<file path="src/rtl/serial_wide_adder_ctrl.sv">
// Wide adder sequencer: adds two NBYTES-byte operands one byte per clock
// through a single shared 8-bit binary_adder, LSB first, with a registered
// carry chain between slices. Presents sum/cout/ovf with a one-cycle done.

// Shared 8-bit ripple adder slice.
module binary_adder (
    input  logic [7:0] A,
    input  logic [7:0] B,
    input  logic       Cin,
    output logic [7:0] SUM,
    output logic       Cout
);
    assign {Cout, SUM} = {1'b0, A} + {1'b0, B} + {8'b0, Cin};
endmodule

module serial_wide_adder_ctrl #(
    parameter int NBYTES = 4
) (
    input  logic                clk,
    input  logic                rst_n,
    input  logic                start,
    input  logic [8*NBYTES-1:0] a,
    input  logic [8*NBYTES-1:0] b,
    input  logic                cin,
    output logic                busy,
    output logic                done,
    output logic [8*NBYTES-1:0] sum,
    output logic                cout,
    output logic                ovf
);
    localparam int W  = 8 * NBYTES;
    localparam int IW = $clog2(NBYTES);

    typedef enum logic [1:0] {IDLE, RUN, DONE} state_t;

    state_t          state_reg, state_next;
    logic [W-1:0]    opa_reg, opb_reg, res_reg, res_next;
    logic            carry_reg;
    logic [IW-1:0]   idx_reg;

    logic [7:0]      a_bytes [NBYTES];
    logic [7:0]      b_bytes [NBYTES];
    logic [7:0]      add_a, add_b, add_sum;
    logic            add_cout;
    logic            last_byte;
    logic            accept;

    // Split the latched operands into byte lanes for the slice mux.
    genvar gi;
    generate
        for (gi = 0; gi < NBYTES; gi++) begin : g_lanes
            assign a_bytes[gi] = opa_reg[gi*8 +: 8];
            assign b_bytes[gi] = opb_reg[gi*8 +: 8];
        end
    endgenerate

    assign add_a     = a_bytes[idx_reg];
    assign add_b     = b_bytes[idx_reg];
    assign last_byte = (idx_reg == IW'(NBYTES - 1));
    // A new request is taken in IDLE or DONE, never while a sequence runs.
    assign accept    = start && (state_reg != RUN);

    binary_adder u_adder (
        .A    (add_a),
        .B    (add_b),
        .Cin  (carry_reg),
        .SUM  (add_sum),
        .Cout (add_cout)
    );

    // Result register with the current slice merged in at the active index.
    always_comb begin
        res_next = res_reg;
        res_next[{idx_reg, 3'b000} +: 8] = add_sum;
    end

    // State register.
    always_ff @(posedge clk or negedge rst_n) begin
        if (!rst_n) begin
            state_reg <= IDLE;
        end else begin
            state_reg <= state_next;
        end
    end

    // Next-state logic.
    always_comb begin
        state_next = state_reg;
        case (state_reg)
            IDLE:    if (start) state_next = RUN;
            RUN:     if (last_byte) state_next = DONE;
            DONE:    state_next = start ? RUN : IDLE;
            default: state_next = IDLE;
        endcase
    end

    // Operand latch, carry chain, byte index and internal result.
    always_ff @(posedge clk or negedge rst_n) begin
        if (!rst_n) begin
            opa_reg   <= '0;
            opb_reg   <= '0;
            res_reg   <= '0;
            carry_reg <= 1'b0;
            idx_reg   <= '0;
        end else if (accept) begin
            opa_reg   <= a;
            opb_reg   <= b;
            carry_reg <= cin;
            idx_reg   <= '0;
        end else if (state_reg == RUN) begin
            res_reg   <= res_next;
            carry_reg <= add_cout;
            idx_reg   <= last_byte ? '0 : idx_reg + 1'b1;
        end
    end

    // Visible results change only on the completion edge.
    always_ff @(posedge clk or negedge rst_n) begin
        if (!rst_n) begin
            sum  <= '0;
            cout <= 1'b0;
            ovf  <= 1'b0;
        end else if (state_reg == RUN && last_byte) begin
            sum  <= res_next;
            cout <= add_cout;
            ovf  <= (opa_reg[W-1] == opb_reg[W-1]) && (add_sum[7] != opa_reg[W-1]);
        end
    end

    assign busy = (state_reg == RUN);
    assign done = (state_reg == DONE);

endmodule

</file>
<file path="config.mk">
export PLATFORM = sky130hd
export DESIGN_NAME = serial_wide_adder_ctrl
export DESIGN_NICKNAME = d
export VERILOG_FILES = /design/src/rtl/serial_wide_adder_ctrl.sv
export SDC_FILE = /design/constraint.sdc
export NUM_CORES = 1
export LEC_CHECK = 0
export ABC_AREA = 1
export ABC_CLOCK_PERIOD_IN_PS = 3500
export CAP_MARGIN = 25
export CORE_MARGIN = 1.5
export CORE_UTILIZATION = 45
export CTS_CLUSTER_SIZE = 8
export DETAILED_ROUTE_END_ITERATION = 10
export PLACE_DENSITY = 0.79
export SYNTH_ARGS = -nofsm -noshare
export SYNTH_HDL_FRONTEND = slang
export SYNTH_HIERARCHICAL = 1
export SYNTH_SLANG_ARGS = --single-unit
</file>
<file path="constraint.sdc">
create_clock -name clk -period 3.5 [get_ports clk]
set_input_delay 0.7 -clock clk [delete_from_list [all_inputs] [get_ports clk]]
set_output_delay 0.7 -clock clk [all_outputs]
set_load 0.02 [all_outputs]
</file>
==> impl_metrics.json <==
{
  "die_area_sq_um": 15200,
  "ir_worst_vdd_mv": 0.557,
  "cts_setup_buffers": 0,
  "drt_iter0_markers": 393,
  "pwr_density_cell_nw_per_um2": 1040,
  "ys_warn_count": 6,
  "num_vias": 5821,
  "io_pins": 104,
  "synth_area_leaders": "dfrtp_1 52%, nand2_1 29%, o21ai_0 2.9%",
  "avgSynthCellArea_sq_um": 7.50,
  "postCtsHoldBufs": 0,
  "cts-resized-gates": 0,
  "slowest_stage": "fa_1",
  "cpMostUsedCell": "nand2_1",
  "synth.top_cell.area_share_pct": 51.9,
  "cts_tree": "done",
  "start_util_pct": 46.5,
  "synth-simple-area-share_pct": 35.1,
  "ys_seq_elements": 135,
  "total_leakage_power_nw": 4.42,
  "clockBufferDepth": 2,
  "final_area_sq_um": 8220,
  "slew_violations": 0,
  "cts_inserted_buffers": 17,
  "postRouteWirelength_um": 16400,
  "netlist_instances": 867,
  "fin_crit_sh_pct": 86.2,
  "maxCapViolations": 0,
  "firstDrtPassIters": 5,
  "clock_sinks": 135,
  "vias_per_cell": 5.05,
  "start_kind": "flip-flop",
  "nets": 1045,
  "clock_latency_ns": 0.43,
  "setup_viol": 0,
  "hp-class": "in -> async",
  "grt_usage_pct": 23.2,
  "final_layout_size_suffix_gt1_share_pct": 4.42,
  "place_hpwl_um": 11600,
  "status": "finished clean",
  "cts-htree-levels": 4,
  "min_period_ns": 3.02,
  "grt_max_degree": 68,
  "wl_per_cell_um": 14.2,
  "area_growth_pct": 26.3,
  "slowest_delay_ns": 0.46,
  "synth_top_family_by_area": "simple AND/OR/NAND/NOR gates",
  "clkSlewWorstSetupHoldPaths_ns": 0.06,
  "worstMarginPinSlew_ns": 0.943,
  "grt_overflow": 0,
  "holdWs_ns": 0.385,
  "hold_violations": 0,
  "die_y_um": 123,
  "grt_pass1_wl_um": 26800,
  "drc_errors": 0,
  "synth_fa_ha_area_share_pct": 3.12,
  "grt_pass1_vias": 5540,
  "cts-root-buf": "clkbuf_16",
  "path_cells": "buf_4, inv_1, o21ai_0, o22ai_1, fa_1, fa_1, nand2_1, nand2_1, nand3b_1, nand3_1, nand2_1, nand2_1, nor2_1, nand2_1, nand2_1, nand2_1, nand2_1",
  "synth_compound_area_share_pct": 4.69,
  "io_buffer_count": 103,
  "ys_types": 28,
  "ant_nets": 0,
  "synth_top_area_cell": "dfrtp_1",
  "synthMuxAreaShare_pct": 0,
  "synth_nets": 950,
  "required_ns": 3.87,
  "critPathMaxFanout": 19,
  "max_freq_ghz": 0.331,
  "path_buf_inv": 2,
  "max_slew_margin_pct": 37.0,
  "row_count": 43,
  "synth_xor_area_share_pct": 0.404,
  "fin_skew_ns": 0.00775,
  "ys_seq_area_share_pct": 51.9,
  "critical-path-top-delay-family": "simple AND/OR/NAND/NOR gates",
  "core_sq_um": 14000,
  "path_class": "reg -> reg",
  "antenna_cells": 0,
  "die_w_um": 123,
  "routabilityCongestion": 0.914,
  "synthesis.area_sq_um": 6500,
  "rsz0062_at_grt": "no",
  "dpl-instance-area_sq_um": 7670,
  "end_kind": "flip-flop",
  "antenna_found_initial": 0,
  "tns_ns": 0,
  "crit_arrival_ns": 3.38
}
## kinds of logic after synthesis
family	after synthesis
simple gates	585
flops	135
buf+inv	72
compound gates	57
fa+ha+maj	15
xor+xnor	3
## metrics by stage
stage	power [mW]	worst slack (ns)	util (%)	instances
floorplan	5.50	0.819	-	867
global placement	6.72	0.607	54.8	1123
detailed placement	6.83	0.540	54.8	1123
CTS	8.56	0.514	58.7	1153
global route	9.26	0.161	58.7	1153
finish	8.55	0.482	58.7	1153
## area by class of cell
| cell class | instances | area, sq um |
|---|---|---|
| clock inverter | 4 | 70.1 |
| multi-input combinational | 660 | 2810 |
| timing repair buffer | 113 | 1120 |
| fill | 1255 | 5770 |
| inverter | 35 | 134 |
| clock buffer | 26 | 479 |
| sequential | 135 | 3380 |
| tap | 180 | 225 |
## layout by cell type (no fill, tap or decap), drive strengths merged, types with 13 or more instances in the layout
cell,count
inv,33
ha,13
dfrtp,135
o22ai,16
clkbuf,26
nor2,51
clkdlybuf4s50,102
nand2,509
nand3,15
o21ai,38
## where the power goes
part	internal [mW]	switching, mW
clock network	1.07	0.626
registers	2.22	0.414
logic	1.49	2.72
## cells in the mapped netlist, drive strengths merged
cell	number
fa	2
a21oi	3
xor2	2
o22ai	16
clkinv	2
nand3	15
clkbuf	11
inv	33
nand2	509
xnor2	1
buf	26
nor2	51
ha	13
nand4	8
dfrtp	135
or2	1
o21ai	38
nand3b	1
## routing by layer
layer	vias to the layer above	GRT usage [%]	share of wire [%]
li1	2868	-	-
met1	2693	30.6	44
met2	222	36.9	47
met3	38	4.94	6.7
met4	0	10.6	2.9
met5	-	0	0
## worst paths after layout
path                               end  cells past startpoint        start  slack, ns
max                            sum[14]                     17   idx_reg[0]       0.48
min                             sum[2]                      1        rst_n       0.39
max reg2reg                    sum[14]                     17   idx_reg[0]       0.48
min reg2reg                opb_reg[13]                      2  opb_reg[13]       0.47
max in group asynchronous      sum[31]                      2        rst_n       2.31
min in group clk           opb_reg[13]                      2  opb_reg[13]       0.47
Power figures use the tool's default switching activity.
